File: config.mk
export PLATFORM = sky130hd
export DESIGN_NAME = uart_tx_fifo_drain_flat
export DESIGN_NICKNAME = d
export VERILOG_FILES = /design/src/rtl/coreuart_pkg.sv /design/src/rtl/uart_tx_fifo_drain_if.sv /design/src/rtl/uart_tx_fifo_drain.sv /design/src/flat_wrapper.sv
export SDC_FILE = /design/constraint.sdc
export NUM_CORES = 1
export LEC_CHECK = 0
export CORE_UTILIZATION = 55
export DETAILED_ROUTE_END_ITERATION = 6
export PLACE_DENSITY_LB_ADDON = 0.08
export SKIP_CTS_REPAIR_TIMING = 1
export SLEW_MARGIN = 30
export SYNTH_ARGS = -nofsm -noshare
export SYNTH_HDL_FRONTEND = slang
export SYNTH_SLANG_ARGS = --single-unit
File: constraint.sdc
create_clock -name CLK -period 1.9 [get_ports CLK]
set_clock_uncertainty 0.15 [all_clocks]
set_input_delay 0.19 -clock CLK [delete_from_list [all_inputs] [get_ports CLK]]
set_output_delay 0.19 -clock CLK [all_outputs]
set_load 0.03 [all_outputs]
File: src/rtl/coreuart_pkg.sv
`default_nettype none
// ============================================================================
// Module   : coreuart_pkg
// Purpose  : Shared CoreUART definitions: TX drain state encoding, oversample
//            and read-latency defaults, data-width constants, and the frame
//            parity helper.
// Ports    : none (package)
// Revision : 1.0 - initial release
// ============================================================================
package coreuart_pkg;

    typedef enum logic [2:0] {
        ST_IDLE   = 3'd0,
        ST_READ   = 3'd1,
        ST_WAIT   = 3'd2,
        ST_START  = 3'd3,
        ST_DATA   = 3'd4,
        ST_PARITY = 3'd5,
        ST_STOP   = 3'd6
    } tx_state_t;

    localparam int OVERSAMPLE_DEF = 16;
    localparam int RD_LATENCY_DEF = 2;
    localparam int DATA_W         = 8;
    localparam int DATA_W7        = 7;

    // Parity over the bits actually sent; bit 7 is dropped in 7-bit mode.
    // Even parity is the plain XOR, odd parity inverts it.
    function automatic logic frame_parity(input logic [DATA_W-1:0] data,
                                          input logic              bit8,
                                          input logic              odd);
        logic [DATA_W-1:0] m;
        m = bit8 ? data : {1'b0, data[DATA_W7-1:0]};
        return (^m) ^ odd;
    endfunction

endpackage
`default_nettype wire

File: src/rtl/uart_tx_fifo_drain_if.sv
`default_nettype none
// ============================================================================
// Module   : uart_tx_fifo_drain_if
// Purpose  : TX FIFO read-port bundle between the FIFO and the drain engine.
// Signals  : FIFO_EMPTY - FIFO empty flag (FIFO -> drain)
//            FIFO_DATA  - FIFO read data, 8 bits (FIFO -> drain)
//            FIFO_RDB   - active-low read strobe (drain -> FIFO)
// Modports : master - drain engine side; slave - FIFO side
// Revision : 1.0 - initial release
// ============================================================================
interface uart_tx_fifo_drain_if;
    import coreuart_pkg::*;

    logic              FIFO_EMPTY;
    logic [DATA_W-1:0] FIFO_DATA;
    logic              FIFO_RDB;

    modport master (input FIFO_EMPTY, input FIFO_DATA, output FIFO_RDB);
    modport slave  (output FIFO_EMPTY, output FIFO_DATA, input FIFO_RDB);

endinterface
`default_nettype wire

File: src/rtl/uart_tx_fifo_drain.sv
`default_nettype none
// ============================================================================
// Module   : uart_tx_fifo_drain
// Purpose  : Drains bytes from the TX FIFO and serialises each one LSB-first
//            as start, 7/8 data, optional parity and one stop bit, timed by
//            the shared 16x baud enable.
// Ports    : CLK        - system clock
//            RESET_N    - synchronous reset, active low
//            BAUD_EN    - one-cycle pulse at OVERSAMPLE x baud rate
//            BIT8       - 1 = 8 data bits, 0 = 7 data bits
//            PARITY_EN  - 1 = append parity bit
//            ODD_N_EVEN - 1 = odd parity, 0 = even parity
//            fifo       - FIFO read port (EMPTY, DATA in; RDB out)
//            TX         - serial output, idle high
//            TX_BUSY    - high from read strobe through end of stop bit
// Revision : 1.0 - initial release
// ============================================================================
module uart_tx_fifo_drain
    import coreuart_pkg::*;
#(
    parameter int RD_LATENCY = RD_LATENCY_DEF,
    parameter int OVERSAMPLE = OVERSAMPLE_DEF
) (
    input  wire logic             CLK,
    input  wire logic             RESET_N,
    input  wire logic             BAUD_EN,
    input  wire logic             BIT8,
    input  wire logic             PARITY_EN,
    input  wire logic             ODD_N_EVEN,
    uart_tx_fifo_drain_if.master  fifo,
    output logic                  TX,
    output logic                  TX_BUSY
);

    localparam logic [3:0]          c_TICK_LAST = 4'(OVERSAMPLE - 1);
    localparam int                  c_WAIT_W    = (RD_LATENCY > 2) ? $clog2(RD_LATENCY) : 1;
    localparam logic [c_WAIT_W-1:0] c_WAIT_LAST = c_WAIT_W'(RD_LATENCY - 1);

    tx_state_t           r_state;
    logic [3:0]          r_tick;
    logic [2:0]          r_bit_cnt;
    logic [c_WAIT_W-1:0] r_wait;
    logic [DATA_W-1:0]   r_shift;
    logic [DATA_W-1:0]   r_data;
    logic                r_bit8;
    logic                r_par_en;
    logic                r_odd;
    logic                r_tx;
    logic                r_rdb;
    logic                r_busy;

    logic                w_in_frame;
    logic                w_bit_end;
    logic                w_parity;
    logic [2:0]          w_last_bit;

    always_comb begin
        w_in_frame = (r_state == ST_START) || (r_state == ST_DATA) ||
                     (r_state == ST_PARITY) || (r_state == ST_STOP);
        w_bit_end  = w_in_frame && BAUD_EN && (r_tick == c_TICK_LAST);
        w_last_bit = r_bit8 ? 3'd7 : 3'd6;
        w_parity   = frame_parity(r_data, r_bit8, r_odd);
    end

    // TX is registered, so every transition loads the level of the bit that
    // the new state is about to send.
    always_ff @(posedge CLK) begin
        if (!RESET_N) begin
            r_state   <= ST_IDLE;
            r_tick    <= 4'd0;
            r_bit_cnt <= 3'd0;
            r_wait    <= '0;
            r_shift   <= '0;
            r_data    <= '0;
            r_bit8    <= 1'b0;
            r_par_en  <= 1'b0;
            r_odd     <= 1'b0;
            r_tx      <= 1'b1;
            r_rdb     <= 1'b1;
            r_busy    <= 1'b0;
        end else begin
            // Baud ticks only matter while a frame is on the line.
            if (w_in_frame && BAUD_EN) begin
                r_tick <= w_bit_end ? 4'd0 : r_tick + 4'd1;
            end

            case (r_state)
                ST_IDLE: begin
                    r_tx <= 1'b1;
                    if (!fifo.FIFO_EMPTY) begin
                        r_rdb   <= 1'b0;
                        r_busy  <= 1'b1;
                        r_state <= ST_READ;
                    end else begin
                        r_rdb   <= 1'b1;
                        r_busy  <= 1'b0;
                    end
                end
                ST_READ: begin
                    r_rdb   <= 1'b1;
                    r_wait  <= '0;
                    r_state <= ST_WAIT;
                end
                ST_WAIT: begin
                    // FIFO_DATA becomes valid RD_LATENCY edges after the
                    // strobe cycle; capture it and the frame format together.
                    if (r_wait == c_WAIT_LAST) begin
                        r_shift  <= fifo.FIFO_DATA;
                        r_data   <= fifo.FIFO_DATA;
                        r_bit8   <= BIT8;
                        r_par_en <= PARITY_EN;
                        r_odd    <= ODD_N_EVEN;
                        r_tick   <= 4'd0;
                        r_tx     <= 1'b0;
                        r_state  <= ST_START;
                    end else begin
                        r_wait   <= r_wait + c_WAIT_W'(1);
                    end
                end
                ST_START: begin
                    if (w_bit_end) begin
                        r_bit_cnt <= 3'd0;
                        r_tx      <= r_shift[0];
                        r_state   <= ST_DATA;
                    end
                end
                ST_DATA: begin
                    if (w_bit_end) begin
                        r_shift <= r_shift >> 1;
                        if (r_bit_cnt == w_last_bit) begin
                            r_bit_cnt <= 3'd0;
                            if (r_par_en) begin
                                r_tx    <= w_parity;
                                r_state <= ST_PARITY;
                            end else begin
                                r_tx    <= 1'b1;
                                r_state <= ST_STOP;
                            end
                        end else begin
                            r_bit_cnt <= r_bit_cnt + 3'd1;
                            r_tx      <= r_shift[1];
                        end
                    end
                end
                ST_PARITY: begin
                    if (w_bit_end) begin
                        r_tx    <= 1'b1;
                        r_state <= ST_STOP;
                    end
                end
                ST_STOP: begin
                    // Chain straight into the next read when more data is
                    // queued so TX_BUSY never drops between frames.
                    if (w_bit_end) begin
                        if (!fifo.FIFO_EMPTY) begin
                            r_rdb   <= 1'b0;
                            r_state <= ST_READ;
                        end else begin
                            r_busy  <= 1'b0;
                            r_state <= ST_IDLE;
                        end
                    end
                end
                default: begin
                    r_state <= ST_IDLE;
                end
            endcase
        end
    end

    assign TX            = r_tx;
    assign TX_BUSY       = r_busy;
    assign fifo.FIFO_RDB = r_rdb;

endmodule
`default_nettype wire

File: src/flat_wrapper.sv
// flat-port wrapper written by rule: the top's interface ports become plain ports
module uart_tx_fifo_drain_flat import coreuart_pkg::*;
#(
    parameter int RD_LATENCY = RD_LATENCY_DEF,
    parameter int OVERSAMPLE = OVERSAMPLE_DEF
)
  (CLK, RESET_N, BAUD_EN, BIT8, PARITY_EN, ODD_N_EVEN, TX, TX_BUSY, fifo_FIFO_EMPTY, fifo_FIFO_DATA, fifo_FIFO_RDB);
  uart_tx_fifo_drain_if fifo_i ();
  input  wire logic CLK;
  input  wire logic RESET_N;
  input  wire logic BAUD_EN;
  input  wire logic BIT8;
  input  wire logic PARITY_EN;
  input  wire logic ODD_N_EVEN;
  output logic TX;
  output logic TX_BUSY;
  input wire logic [$bits(fifo_i.FIFO_EMPTY)-1:0] fifo_FIFO_EMPTY;
  input wire logic [$bits(fifo_i.FIFO_DATA)-1:0] fifo_FIFO_DATA;
  output wire logic [$bits(fifo_i.FIFO_RDB)-1:0] fifo_FIFO_RDB;
  assign fifo_i.FIFO_EMPTY = fifo_FIFO_EMPTY;
  assign fifo_i.FIFO_DATA = fifo_FIFO_DATA;
  assign fifo_FIFO_RDB = fifo_i.FIFO_RDB;
  uart_tx_fifo_drain #(.RD_LATENCY(RD_LATENCY), .OVERSAMPLE(OVERSAMPLE)) u_core (.CLK(CLK), .RESET_N(RESET_N), .BAUD_EN(BAUD_EN), .BIT8(BIT8), .PARITY_EN(PARITY_EN), .ODD_N_EVEN(ODD_N_EVEN), .fifo(fifo_i), .TX(TX), .TX_BUSY(TX_BUSY));
endmodule
==> summary by stage <==
Outcome
The run finished with clean final reports.

Synthesis
Yosys instantiated no cell more often than sky130_fd_sc_hd__nand2_1. Counting every net in the synthesized netlist gives between 200 and 250. Yosys attributes the largest share of cell area to sky130_fd_sc_hd__dfxtp_1, sky130_fd_sc_hd__nand2_1, sky130_fd_sc_hd__a21oi_1. Sequential cells were found to cover 40.6% of the synthesized design area. The biggest area contributor in the post-synthesis netlist is sky130_fd_sc_hd__dfxtp_1. The Yosys step of the flow raised 0 warnings.

The register bit total from synthesis is 33. The share of the synthesized netlist area taken by xor and xnor gates is 6.22%. The mux share of post-synthesis cell area is 4.92%. A synthesized cell averages 8.06 µm². The synthesized netlist devotes roughly a fifth of its cell area to simple gates. The cell area after synthesis is 1630 µm². Counting flops with a built-in enable in the synthesized netlist gives 0. The adder-cell share of the synthesized area is 1.54%. The flip-flop cell with the highest count after synthesis is sky130_fd_sc_hd__dfxtp_1. The unique cell type count in the Yosys netlist is 41. The area share of the leading cell type in the synthesized netlist is between 40% and 50%. The synthesized netlist devotes 21.6% of its cell area to compound gates. In the synthesized netlist, the cells that appear most often are sky130_fd_sc_hd__nand2_1, sky130_fd_sc_hd__dfxtp_1, sky130_fd_sc_hd__a21oi_1, sky130_fd_sc_hd__nor2_1, sky130_fd_sc_hd__o21ai_0. The fraction of registers with async set or reset after synthesis is 0%. The largest family of logic cells by synthesized area is compound AO/OA/AOI/OAI gates.

The synthesized instance count is 202.

Die
For this configuration, the core starts out at a cell density of between 50% and 60%. After floorplanning, the core was divided into 19 placement rows. The die extent in y is about 56 µm. The die covers 3180 µm².

The width of the chip is between 50 and 60 µm. The placeable core region is 2780 µm². The number of ports placed on the die boundary is 18.

Clock network
The tree is rooted in a sky130_fd_sc_hd__clkbuf_4. The later pin in the worst-skew pair is clocked with a latency of 0.34 ns. The clock transition at the registers of the reported paths is 0.10 ns. The number of buffers created by CTS is 5. Counting along the longest clock path gives a buffer depth of 2. The clock sink total is 33. The H-tree was split into 2 levels.

TritonCTS built the clock tree.

Detailed routing
In the routed layout, each cell is associated on average with a via count of 5.78. After detailed routing, no signal wire sits above met4. The met3 wire length is ~190 µm. In the final routing, the length of wire on met1 measures 1620 µm. The number of optimization iterations in the first detailed-route pass is 4. The total routed wirelength is 3600 µm. The met2 routed wirelength is between 1500 and 2000 µm. The via total after detailed routing is 1490. In this run, the number of DRC markers left after iteration 0 of detailed routing was 71. After detailed routing, the average wire length per cell comes to 13.9 µm. After detailed routing, the number of remaining DRC violations is 0. The post-route antenna net violation count is 0.

Flow run
The number of max-cap violations is 0.

Final layout
The layout net count is 243. The fraction of layout instances using a drive strength above 1 is approximately an eighth. Compared with the post-synthesis result, the final layout area differs by 21.8%.

After the flow finishes, the layout carries non-filler instances totaling 258. Fill cells in the final layout number between 200 and 250. The antenna diode instance count is 0.

Critical path
The worst setup path is launched from a register. On the critical path the largest part of the delay comes from XOR/XNOR gates. The critical path's most frequent cell is sky130_fd_sc_hd__xnor2_1. Along the worst path, the maximum fanout reaches 2. The buffers plus inverters on the worst setup path is 0. The nature of the critical path endpoint is a register. On the worst path, the slowest cell contributes a delay of 0.43 ns. Data on the critical path arrives at its endpoint at 1.89 ns.

The signal on the critical path passes through xnor2_1 > xnor3_1 > xnor2_1 > a311oi_1 > or3_1. The slowest stage of the critical path is the sky130_fd_sc_hd__xnor3_1 cell. The critical setup path kind is reg -> reg. The required time of the worst setup path is 1.97 ns.

Pwr
The relative contribution of sequential cells to total power is 47.5%. Summed over all cells, the static leakage comes to 0.702 nW. The analysis attributes to net switching a power of between 400 and 500 µW.

The maximum VDD drop is between 600 and 700 µV. The share of total power dissipated in combinational logic is a little under a fifth. For this design the ratio of total power to cell area is 841 nW/µm². The clock network burns 33.4% of the power. The internal power of the cells is 1.20 mW. The switching power share of the total is 28.0%.

Global routing
The number of antenna violations at the first check in global routing is 0. The via count of the first global-routing pass is 1342. The aggregate global-route resource usage is 24.4%. After global routing the overflow that remains totals 0.

The first global-routing pass estimated between 6000 and 7000 µm of wire. The largest net degree at the start of global routing is 19.

Place
The number of I/O port buffers is 17. The total instance count after detailed placement is 250. Summed over all nets, the half-perimeter wirelength after detailed placement is between 2000 and 3000 µm. The congestion estimate from routability-driven global placement came to 0.865.

Timing
The final critical path time including I/O delays and setup is 1.82 ns. The number of pins exceeding their max-slew limit in the final report is 0. The number of failing hold endpoints at the final stage is 0. The final cycle utilization of the critical path is 95.5%. For the pin with the worst max-slew slack, the measured transition is around 0.4 ns. Derived from the worst setup path, the maximum achievable clock frequency is about 550 MHz. Setup repair after global routing left no endpoint under its margin. The relative slew slack is 74.0%. The setup TNS after final layout is 0 ns. The number of setup violations in the final report is 0.

Min path
The type of the worst min-delay path is in -> reg.
==> cell usage in the layout, fill, tap and decap left out, types with 2 or more instances in the layout <==
cell type,count
sky130_fd_sc_hd__buf_4,11
sky130_fd_sc_hd__o22ai_1,2
sky130_fd_sc_hd__o21ai_0,9
sky130_fd_sc_hd__clkdlybuf4s50_1,17
sky130_fd_sc_hd__a21oi_1,21
sky130_fd_sc_hd__nand3b_1,2
sky130_fd_sc_hd__nor3_1,2
sky130_fd_sc_hd__mux2i_1,8
sky130_fd_sc_hd__dfxtp_1,31
sky130_fd_sc_hd__dfxtp_2,2
sky130_fd_sc_hd__nand2_1,35
sky130_fd_sc_hd__nand3_1,6
sky130_fd_sc_hd__clkbuf_4,5
sky130_fd_sc_hd__a21boi_0,2
sky130_fd_sc_hd__nand2b_1,3
sky130_fd_sc_hd__o21ai_1,6
sky130_fd_sc_hd__or3_1,2
sky130_fd_sc_hd__nor2_1,19
sky130_fd_sc_hd__xnor2_1,5
sky130_fd_sc_hd__a31oi_1,3
sky130_fd_sc_hd__a211oi_1,8
sky130_fd_sc_hd__xor2_1,3
==> layout make-up <==
class | instances | area (µm²) | area share [%]
Clock inverter | 1 | 30.0 | 1.51
Tap cell | 31 | 38.8 | 1.95
Sequential cell | 33 | 663 | 33.4
Inverter | 3 | 11.3 | 0.567
Clock buffer | 7 | 55.1 | 2.77
Timing Repair Buffer | 29 | 273 | 13.7
Multi-Input combinational cell | 154 | 913 | 46.0
==> sequential cells by signal, indices dropped and copies added, names as in the netlist <==
name / flops
u_core.fifo.FIFO_RDB: 1
u_core.r_par_en: 1
u_core.r_data: 8
u_core.r_odd: 1
u_core.r_state: 3
u_core.r_bit8: 1
u_core.r_shift: 8
u_core.TX_BUSY: 1
u_core.r_wait: 1
u_core.r_tick: 4
u_core.r_bit_cnt: 3
u_core.TX: 1
==> routing by layer <==
metal  vias up  track usage [%]
li1        755                -
met1       689             32.8
met2        40             38.0
met3         6             6.91
met4         0             7.32
met5         -                0
==> final timing paths <==
| kind | cells past startpoint | startpoint | endpoint | slack (ns) |
|---|---|---|---|---|
| max | 5 | u_core.r_odd$_SDFFE_PN0P_ | u_core.TX$_SDFFE_PN1P_ | 0.08 |
| min reg2reg | 2 | u_core.r_data[7]$_SDFFE_PN0P_ | u_core.r_data[7]$_SDFFE_PN0P_ | 0.32 |
| max reg2reg | 5 | u_core.r_odd$_SDFFE_PN0P_ | u_core.TX$_SDFFE_PN1P_ | 0.08 |
| min | 3 | ODD_N_EVEN | u_core.r_odd$_SDFFE_PN0P_ | 0.24 |
==> kinds of logic after synthesis <==
family / after synthesis
AO/OA/AOI/OAI: 58
XOR/XNOR: 10
adder cells (fa/ha/maj): 2
buffers and inverters: 15
flip-flops: 33
multiplexers: 8
AND/OR/NAND/NOR: 76
==> metrics by stage <==
step	hold WS (ns)	instance area [µm²]	util (%)	power, mW	setup WS (ns)
floorplan	0.120	1630	-	1.00	0.195
global placement	0.292	1890	67.8	1.11	0.115
detailed placement	0.307	1890	67.8	1.12	0.0348
CTS	0.231	1970	70.9	1.67	0.0253
global route	0.254	1980	71.3	1.74	0.00193
finish	0.244	1980	71.3	1.67	0.0849
==> power groups by stage <==
stage                     sequential [mW]  clock, mW  combinational [mW]
after CTS                           0.791      0.568               0.316
after global routing                0.800      0.592               0.349
after floorplan                     0.793          0               0.206
after detailed placement            0.807          0               0.314
after global placement              0.805          0               0.306
final                               0.793      0.557               0.318
==> worst register-to-register path: stages, from the launching register on <==
cell                       delay (ns)
sky130_fd_sc_hd__dfxtp_2         0.34
sky130_fd_sc_hd__xnor2_1         0.18
sky130_fd_sc_hd__xnor3_1         0.43
sky130_fd_sc_hd__xnor2_1         0.15
sky130_fd_sc_hd__a311oi_1        0.10
sky130_fd_sc_hd__or3_1           0.36
Note: power is estimated with default switching activity, not from simulation.
